**src/rtl/simon_cipher_engine.sv**
```systemverilog
// -----------------------------------------------------------------------------
// simon_cipher_engine
//
// Iterative Simon block cipher. One round per clock, with the round function,
// the key schedule and a decryption-key register bank in a single datapath.
// A small FSM sequences load, key expansion, rounds and result hand-off.
//
// Decryption runs the key schedule forward to the last round keys, stores
// them in the bank, reloads the key window from the bank and then walks the
// schedule backwards while applying the encryption round to the word-swapped
// block. The swap makes the inverse round identical to the forward one.
//
// Parameters
//   WW        word size n (16, 24, 32, 48, 64)
//   NKW       key words m (16/4, 24/{3,4}, 32/{3,4}, 48/{2,3}, 64/{2,3,4})
//   DATA_RST  1: block, key window, key bank and ct_o are cleared by reset
//
// Ports
//   clk       clock, rising edge
//   arst_n    reset, synchronous, active-low
//   active_o  high whenever the FSM is not in IDLE
//   valid_i   input block valid
//   ready_o   input accepted when valid_i & ready_o (from state only)
//   mode_i    0 = encrypt, 1 = decrypt; sampled at the input handshake
//   pt_i      input block, [2WW-1:WW] = x, [WW-1:0] = y
//   key_i     key, word i = k_i (word 0 is the first round key)
//   valid_o   ct_o holds a finished result
//   ready_i   result consumed when valid_o & ready_i
//   mode_o    mode of the result on ct_o
//   ct_o      result block, same word order as pt_i
// -----------------------------------------------------------------------------
module simon_cipher_engine #(
    parameter int WW       = 32,
    parameter int NKW      = 4,
    parameter bit DATA_RST = 1'b0
) (
    input  logic              clk,
    input  logic              arst_n,
    output logic              active_o,
    input  logic              valid_i,
    output logic              ready_o,
    input  logic              mode_i,
    input  logic [2*WW-1:0]   pt_i,
    input  logic [NKW*WW-1:0] key_i,
    output logic              valid_o,
    input  logic              ready_i,
    output logic              mode_o,
    output logic [2*WW-1:0]   ct_o
);

    // Published Simon constant sequences; leftmost bit is z_j[0].
    localparam logic [61:0] Z0 = 62'b11111010001001010110000111001101111101000100101011000011100110;
    localparam logic [61:0] Z1 = 62'b10001110111110010011000010110101000111011111001001100001011010;
    localparam logic [61:0] Z2 = 62'b10101111011100000011010010011000101000010001111110010110110011;
    localparam logic [61:0] Z3 = 62'b11011011101011000110010111100000010010001010011100110100001111;
    localparam logic [61:0] Z4 = 62'b11010001111001101011011000100000010111000011001010010011101111;

    function automatic int calc_rounds(input int ww, input int nkw);
        case (ww)
            16:      return 32;
            24:      return 36;
            32:      return (nkw == 3) ? 42 : 44;
            48:      return (nkw == 2) ? 52 : 54;
            default: return (nkw == 2) ? 68 : ((nkw == 3) ? 69 : 72);
        endcase
    endfunction

    function automatic logic [61:0] calc_z(input int ww, input int nkw);
        case (ww)
            16:      return Z0;
            24:      return (nkw == 3) ? Z0 : Z1;
            32:      return (nkw == 3) ? Z2 : Z3;
            48:      return (nkw == 2) ? Z2 : Z3;
            default: return (nkw == 2) ? Z2 : ((nkw == 3) ? Z3 : Z4);
        endcase
    endfunction

    localparam int          T           = calc_rounds(WW, NKW);
    localparam logic [61:0] Z_SEQ       = calc_z(WW, NKW);
    localparam logic [6:0]  LAST_ROUND  = 7'(T - 1);
    localparam logic [6:0]  KEXP_STEPS  = 7'(T - NKW);      // cycle index of the reload
    localparam logic [6:0]  KEXP_LAST   = 7'(T - NKW - 1);  // last forward step
    // Decryption first recovers k_{T-NKW-1}, so the z index starts there.
    localparam logic [5:0]  Z_DEC_START = 6'((T - NKW - 1) % 62);

    typedef enum logic [2:0] {
        S_IDLE,
        S_ENC,
        S_KEXP,
        S_DEC,
        S_FIN,
        S_DONE
    } state_t;

    function automatic logic [WW-1:0] rotl(input logic [WW-1:0] v, input int s);
        return (v << s) | (v >> (WW - s));
    endfunction

    function automatic logic [WW-1:0] rotr(input logic [WW-1:0] v, input int s);
        return (v >> s) | (v << (WW - s));
    endfunction

    function automatic logic [WW-1:0] f_round(input logic [WW-1:0] x);
        return (rotl(x, 1) & rotl(x, 8)) ^ rotl(x, 2);
    endfunction

    // Control state
    state_t     state;
    logic [6:0] rnd;       // cycle counter within ENC / KEXP / DEC
    logic [5:0] zi;        // current index into Z_SEQ (mod 62)
    logic       mode_q;    // mode captured at the handshake

    // Datapath state
    logic [WW-1:0] blk_x;
    logic [WW-1:0] blk_y;
    logic [WW-1:0] kwin  [NKW];  // kwin[0] = oldest key of the window
    logic [WW-1:0] kbank [NKW];

    // Combinational datapath
    logic          z_bit;
    logic [WW-1:0] z_const;
    logic [WW-1:0] rnd_key;
    logic [WW-1:0] new_x;
    logic [WW-1:0] tmp_fwd;
    logic [WW-1:0] tmp_inv;
    logic [WW-1:0] k_fwd;
    logic [WW-1:0] k_inv;
    logic [5:0]    zi_inc;
    logic [5:0]    zi_dec;

    assign ready_o  = (state == S_IDLE);
    assign active_o = (state != S_IDLE);

    assign zi_inc = (zi == 6'd61) ? 6'd0  : zi + 6'd1;
    assign zi_dec = (zi == 6'd0)  ? 6'd61 : zi - 6'd1;

    assign z_bit   = Z_SEQ[6'd61 - zi];
    // ~k ^ tmp ^ z ^ 3 is the published c ^ z ^ k ^ tmp with c = ~3.
    assign z_const = WW'(3) ^ WW'(z_bit);

    // Decryption consumes the newest window key, encryption the oldest.
    assign rnd_key = (state == S_DEC) ? kwin[NKW-1] : kwin[0];
    assign new_x   = blk_y ^ f_round(blk_x) ^ rnd_key;

    always_comb begin
        // NOTE: each variable here is assigned unconditionally before any
        // conditional update, so no latch can be inferred.
        tmp_fwd = rotr(kwin[NKW-1], 3);
        if (NKW == 4) tmp_fwd = tmp_fwd ^ kwin[1];
        tmp_fwd = tmp_fwd ^ rotr(tmp_fwd, 1);
        k_fwd   = ~kwin[0] ^ tmp_fwd ^ z_const;

        // Window holds k_{j+1}..k_{j+NKW}; solve the forward step for k_j.
        tmp_inv = rotr(kwin[NKW-2], 3);
        if (NKW == 4) tmp_inv = tmp_inv ^ kwin[0];
        tmp_inv = tmp_inv ^ rotr(tmp_inv, 1);
        k_inv   = ~kwin[NKW-1] ^ tmp_inv ^ z_const;
    end

    // Control FSM with registered result flags
    always_ff @(posedge clk) begin
        // NOTE: sequential state uses non-blocking assignments so every
        // register samples the pre-edge values of the others.
        if (!arst_n) begin
            state   <= S_IDLE;
            rnd     <= '0;
            zi      <= '0;
            mode_q  <= 1'b0;
            valid_o <= 1'b0;
            mode_o  <= 1'b0;
        end else begin
            case (state)
                S_IDLE: begin
                    if (valid_i) begin
                        mode_q <= mode_i;
                        rnd    <= '0;
                        zi     <= '0;
                        state  <= mode_i ? S_KEXP : S_ENC;
                    end
                end
                S_ENC: begin
                    rnd <= rnd + 7'd1;
                    zi  <= zi_inc;
                    if (rnd == LAST_ROUND) state <= S_FIN;
                end
                S_KEXP: begin
                    if (rnd == KEXP_STEPS) begin
                        rnd   <= '0;
                        zi    <= Z_DEC_START;
                        state <= S_DEC;
                    end else begin
                        rnd <= rnd + 7'd1;
                        zi  <= zi_inc;
                    end
                end
                S_DEC: begin
                    rnd <= rnd + 7'd1;
                    zi  <= zi_dec;
                    if (rnd == LAST_ROUND) state <= S_FIN;
                end
                S_FIN: begin
                    valid_o <= 1'b1;
                    mode_o  <= mode_q;
                    state   <= S_DONE;
                end
                S_DONE: begin
                    if (ready_i) begin
                        valid_o <= 1'b0;
                        state   <= S_IDLE;
                    end
                end
                default: state <= S_IDLE;
            endcase
        end
    end

    // Datapath registers
    always_ff @(posedge clk) begin
        // NOTE: data registers are only cleared when DATA_RST is set; the
        // control path alone guarantees nothing stale is ever presented.
        if (DATA_RST && !arst_n) begin
            blk_x <= '0;
            blk_y <= '0;
            ct_o  <= '0;
            for (int i = 0; i < NKW; i++) begin
                kwin[i]  <= '0;
                kbank[i] <= '0;
            end
        end else begin
            case (state)
                S_IDLE: begin
                    if (valid_i) begin
                        for (int i = 0; i < NKW; i++) kwin[i] <= key_i[i*WW +: WW];
                        // Block is captured at the handshake; key expansion
                        // leaves it untouched. Decryption works on swapped words.
                        if (mode_i) begin
                            blk_x <= pt_i[WW-1:0];
                            blk_y <= pt_i[2*WW-1:WW];
                        end else begin
                            blk_x <= pt_i[2*WW-1:WW];
                            blk_y <= pt_i[WW-1:0];
                        end
                    end
                end
                S_ENC: begin
                    blk_x <= new_x;
                    blk_y <= blk_x;
                    for (int i = 0; i < NKW - 1; i++) kwin[i] <= kwin[i+1];
                    kwin[NKW-1] <= k_fwd;
                end
                S_KEXP: begin
                    if (rnd == KEXP_STEPS) begin
                        for (int i = 0; i < NKW; i++) kwin[i] <= kbank[i];
                    end else begin
                        for (int i = 0; i < NKW - 1; i++) kwin[i] <= kwin[i+1];
                        kwin[NKW-1] <= k_fwd;
                        if (rnd == KEXP_LAST) begin
                            for (int i = 0; i < NKW - 1; i++) kbank[i] <= kwin[i+1];
                            kbank[NKW-1] <= k_fwd;
                        end
                    end
                end
                S_DEC: begin
                    blk_x <= new_x;
                    blk_y <= blk_x;
                    for (int i = 1; i < NKW; i++) kwin[i] <= kwin[i-1];
                    kwin[0] <= k_inv;
                end
                S_FIN: begin
                    ct_o <= mode_q ? {blk_y, blk_x} : {blk_x, blk_y};
                end
                default: ;
            endcase
        end
    end

endmodule

```
**config.mk**
```make
export PLATFORM = sky130hd
export DESIGN_NAME = simon_cipher_engine
export DESIGN_NICKNAME = d
export VERILOG_FILES = /design/src/rtl/simon_cipher_engine.sv
export SDC_FILE = /design/constraint.sdc
export NUM_CORES = 1
export LEC_CHECK = 0
export ABC_AREA = 1
export CAP_MARGIN = 5
export CORE_MARGIN = 8
export CORE_UTILIZATION = 30
export CTS_CLUSTER_DIAMETER = 100
export CTS_CLUSTER_SIZE = 10
export DETAILED_ROUTE_END_ITERATION = 16
export GPL_TIMING_DRIVEN = 0
export PLACE_DENSITY_LB_ADDON = 0.12
export SLEW_MARGIN = 5
export SYNTH_ARGS = -nofsm -noshare
export SYNTH_HDL_FRONTEND = slang
export SYNTH_SLANG_ARGS = --single-unit
```
**constraint.sdc**
```tcl
create_clock -name clk -period 12.6 [get_ports clk]
set_clock_uncertainty 0.15 [all_clocks]
set_input_delay 3.15 -clock clk [delete_from_list [all_inputs] [get_ports clk]]
set_output_delay 3.15 -clock clk [all_outputs]
set_load 0.02 [all_outputs]
```
==> After elaboration in Yosys (flattened, before gate mapping) <==
Memories as Yosys holds them, arrays and structs flattened.
Cells that the tools add are included.
{ "totals": {"ff_bits": 147, "ram_bits": 256, "rom_bits": 64, "elab_cells": 140, "n_memories": 3} }
{ "mem_list": {"columns": ["memory", "depth", "word_bits", "rd", "rd_ports_with_merged_regs", "wr", "line", "source"], "rows": [
  ["kbank", 4, 32, 4, 0, 4, "117", "logic [WW-1:0] kbank [NKW];"],
  ["kwin", 4, 32, 4, 0, 4, "116", "logic [WW-1:0] kwin [NKW];"],
  ["(name not given)", 64, 1, 1, 0, 0, "137", "assign z_bit = Z_SEQ[6'd61 - zi];"]
]} }
{ "op_classes": {"addsub": 4, "n_lt_le_gt_ge": 1, "eq_ne": 13, "mux": 58, "n_bitwise": 38, "reduce_logical": 14} }
{ "ops": {"columns": ["operator", "n"], "rows": [
  ["2-to-1 mux 32 bit", 21],
  ["bitwise XOR 32 bit", 9],
  ["one-hot mux 32 bit (2 select lines)", 2],
  ["2-to-1 mux 64 bit", 1],
  ["NOT 32 bit", 2],
  ["OR 29 x 32 -> 32 bit", 2],
  ["OR 31 x 32 -> 32 bit", 2],
  ["bitwise XOR 32 x 2 -> 32 bit", 2],
  ["AND 32 bit", 1],
  ["OR 32 x 1 -> 32 bit", 1],
  ["OR 32 x 2 -> 32 bit", 1],
  ["OR 32 x 8 -> 32 bit", 1],
  ["2-to-1 mux 6 bit", 4],
  ["one-hot mux 6 bit (4 select lines)", 1],
  ["equality test 7 x 6 -> 1 bit (second input constant)", 3],
  ["one-hot mux 7 bit (3 select lines)", 1],
  ["2-to-1 mux 1 bit", 19],
  ["OR 1 bit", 16],
  ["one-hot mux 3 bit (5 select lines)", 1],
  ["2-to-1 mux 7 bit", 2],
  ["2-to-1 mux 3 bit", 4],
  ["AND reduction 2 bit", 5],
  ["adder 7 x 1 -> 7 bit (second input constant)", 1],
  ["less-than comparator 6 x 7 -> 1 bit (second input constant)", 1],
  ["other kinds (19)", 25]
]} }

==> Depth between registers and ports, before layout <==
An unclocked memory read counts as a cell.
{ "depth": {"word_depth": 11, "ltp_mapped": 13, "depth_no_buf": 13} }

==> Least setup slack after synthesis <==
No wires, ideal clock.
{ "synth_path": {"path_type": "reg2reg", "startpoint": "reg state[2]", "endpoint": "mem kbank[0][0], enable pin", "setup_time_ns": 0.930, "arrival_ns": 12.879, "slack_ns": -1.359, "stages_incl_launch_ff": 5, "path_cell_list": "dfxtp_1 -> inv_2 -> nand3_4 -> clkbuf_1 -> nor4_1"} }
{ "synth_rtl": {"columns": ["item", "line", "source"], "rows": [
  ["start, declared", "108", "state_t state;"],
  ["start signal, assigned", "178", "state <= mode_i ? S_KEXP : S_ENC;"],
  ["end, declared", "117", null]
]} }

==> Worst setup path after layout <==
{ "layout_path": {"startpoint": "reg state[1]", "endpoint": "out active_o"} }
{ "layout_between": {"elab_chain_len": 1} }
{ "layout_lines": {"columns": ["item", "line", "source"], "rows": [
  ["nonzero test 3 bit", "132", "assign active_o = (state != S_IDLE);"],
  ["end, declared", "39", "output logic active_o,"]
]} }
Every way passes these cells.

==> results.sh <==
export IMPL_status="complete, no violations"
export IMPL_ys_seq_area_frac=0.540
export IMPL_grt_pass1_vias=18847
export IMPL_num_rows=99
export IMPL_avgSynthCellArea_um2=9.72
export IMPL_final_cell_area_um2=27500
export IMPL_synthMuxAreaShare=0.000454
export IMPL_clockBufferDepth=3
export IMPL_drtIter0Drc=1657
export IMPL_synthAdderAreaFrac=0.00738
export IMPL_wirelength_um=92300
export IMPL_die_w_um=287
export IMPL_h_tree_depth=2
export IMPL_synth_simple_area_share=0.117
export IMPL_cts_tree="yes"
export IMPL_die_h_um=287
export IMPL_arrival_ns=2.18
export IMPL_min_period_over_period=0.435
export IMPL_cp_end_kind="primary output"
export IMPL_clk_latency_ns=0.60
export IMPL_grt_max_degree=42
export IMPL_synth_xor_area_frac=0.114
export IMPL_place_gp_congestion=0.885
export IMPL_cts_setup_buffers=0
export IMPL_antenna_found_initial=4
export IMPL_netlist_instances=2267
export IMPL_tightest_slew_ns=0.934
export IMPL_synth_main_ff_cell="edfxtp_1"
export IMPL_coreArea_um2=72800
export IMPL_cts_resized=0
export IMPL_cts_hold_buf=0
export IMPL_area_growth_pct=24.6
export IMPL_synthArstFlopShare=0
export IMPL_wl_per_cell_um=25.8
export IMPL_vias_per_cell=5.15
export IMPL_path_clk_slew_ns=0.06
export IMPL_ios=265
export IMPL_start_util=0.303
export IMPL_fin_tns_setup_ns=0
export IMPL_worstSetupPathType="flip-flop to primary output"
export IMPL_drv_slew=0
export IMPL_power_density_nw_per_um2=309
export IMPL_synth_top_family_by_area="compound AO/OA/AOI/OAI gates"
export IMPL_design_die_area_um2=82400
export IMPL_vias=18433
export IMPL_leakagePower_nw=10.2
export IMPL_wl_met3_um=6940
export IMPL_worst_path_max_fanout=4
export IMPL_min_path_type="flip-flop to flip-flop"
export IMPL_finalHoldViolCount=0
export IMPL_dr_pass1_iters=6
export IMPL_synth_cell_types=40
export IMPL_synth_nets=2477
export IMPL_ir_worst_vdd_uv=137
export IMPL_drc=0
export IMPL_ys_ff_latch=403
export IMPL_root_buffer="clkbuf_16"
export IMPL_synth_warning_count=0
export IMPL_cp_start_kind="flip-flop"
export IMPL_seq_area_um2=11900
export IMPL_multi_input_area_um2=8930
export IMPL_cts_buffers=46
export IMPL_wl_met1_um=39500
export IMPL_placed_cell_area_um2=26200
export IMPL_crit_required_ns=9.30
export IMPL_wl_met2_um=43800
export IMPL_fin_nets=2807
export IMPL_cts_sinks=403
export IMPL_ant_nets=0
export IMPL_grt_usage=0.216
export IMPL_grt_pass1_wl_um=132000
export IMPL_port_buffers=263
export IMPL_hpwl_um=69300
export IMPL_synth_compound_area_frac=0.165
export IMPL_fmax_mhz=182
export IMPL_overflow=0
export IMPL_final_layout_size_suffix_gt1_frac=0.0677
export IMPL_dr_max_layer_used="met4"
export IMPL_period_needed_ns=5.48
export IMPL_synth_edf_count=384
export IMPL_num_fill_cells=7348
export IMPL_rsz0062_at_grt="false"
export IMPL_syn_area_um2=22000
export IMPL_maxCapViolCount=0
export IMPL_setup_viol=0
export IMPL_relSlewSlack=0.377
placed cells by master, fill, tap and decap left out, drive strengths merged, types with 77 or more instances in the layout:
cell	synthesis	routed
nand2	385	385
edfxtp	384	384
clkdlybuf4s50	0	263
o21ai	246	246
a21oi	198	198
xor2	183	183
inv	172	174
nor2	142	142
clkbuf	73	135
xnor2	103	103
buf	58	77
logic make-up after synthesis:
| family | count (synthesis) |
|---|---|
| flip-flops | 403 |
| AO/OA/AOI/OAI | 634 |
| AND/OR/NAND/NOR | 627 |
| buffers and inverters | 303 |
| adder cells (fa/ha/maj) | 13 |
| multiplexers | 1 |
| XOR/XNOR | 286 |
path summary, 6_finish.rpt:
check                                 from      endpoint  slack, ns  cells after the start
worst min-delay path            kwin[3][4]   kbank[2][4]       0.31                      0
worst max-delay path              state[1]      active_o       7.12                      5
worst min register to register  kwin[3][4]   kbank[2][4]       0.31                      0
worst max register to register    state[2]  kbank[2][18]       9.30                      9
Yosys cell counts, types with 8 or more instances:
library cell  instances  share of area
buf_4                11         0.0037
o22ai_1              22         0.0062
a21oi_1             198          0.045
nand3_1              49          0.011
a31oi_1              28         0.0079
buf_1                 8         0.0014
nand2_1             382          0.065
o21ai_1              89          0.020
nor2_1              135          0.023
xnor2_1             103          0.041
clkbuf_1             73          0.012
o21a_1               31          0.011
inv_1               161          0.027
edfxtp_1            384           0.52
dfxtp_1              19          0.017
inv_2                10         0.0017
ha_1                 13         0.0074
o21ai_0             157          0.036
o211ai_1             37          0.013
nor3_1               10         0.0023
a22o_1               31          0.012
a22oi_1              37          0.013
buf_2                38         0.0086
xor2_1              183          0.073
or2_2                29         0.0082
registers in the layout (all words and copies together) (netlist names):
register	cells
blk_x	32
blk_y	32
ct_o	64
kbank	128
kwin	128
mode_o	1
mode_q	1
rnd	7
state	3
valid_o	1
zi	6
through the flow:
stage                     cells  power [mW]  setup slack (ns)   util  hold slack, ns
final                      3577        8.49              7.12  0.377           0.307
after global routing       3574        8.97              7.04  0.377           0.331
after CTS                  3574        8.48              7.10  0.377           0.312
after global placement     3489        7.13             -1.75  0.355           0.290
after detailed placement   3508        7.20              6.92  0.360           0.303
after floorplan            2267        5.59              4.07      -           0.274
layer usage:
layer,vias up,global-route usage
met5,-,0
met4,0,0.0555
met3,125,0.0345
met2,796,0.360
met1,9011,0.291
li1,8501,-
final cells by class:
| class | count | share of cell area |
|---|---|---|
| well taps | 959 | 0.0437 |
| clock inverters | 4 | 0.00150 |
| inverters | 172 | 0.0236 |
| diodes | 3 | 0.000273 |
| repair buffers | 282 | 0.106 |
| flip-flops and latches | 403 | 0.434 |
| plain buffers | 131 | 0.0214 |
| multi-input cells | 1561 | 0.325 |
| clock buffers | 62 | 0.0445 |
worst max-delay path, stage by stage (launching register included):
cell and delay [ns]:
dfxtp_1 0.44, inv_1 0.16, nand2_1 0.22, nor2_2 0.09
inv_1 0.08, clkdlybuf4s50_1 0.60
power breakdown:
part	total [mW]	internal, mW	switching (mW)
clock	1.24	0.670	0.574
combinational	4.33	1.58	2.75
sequential	2.92	2.34	0.581
(Power assumes the default switching activity.)
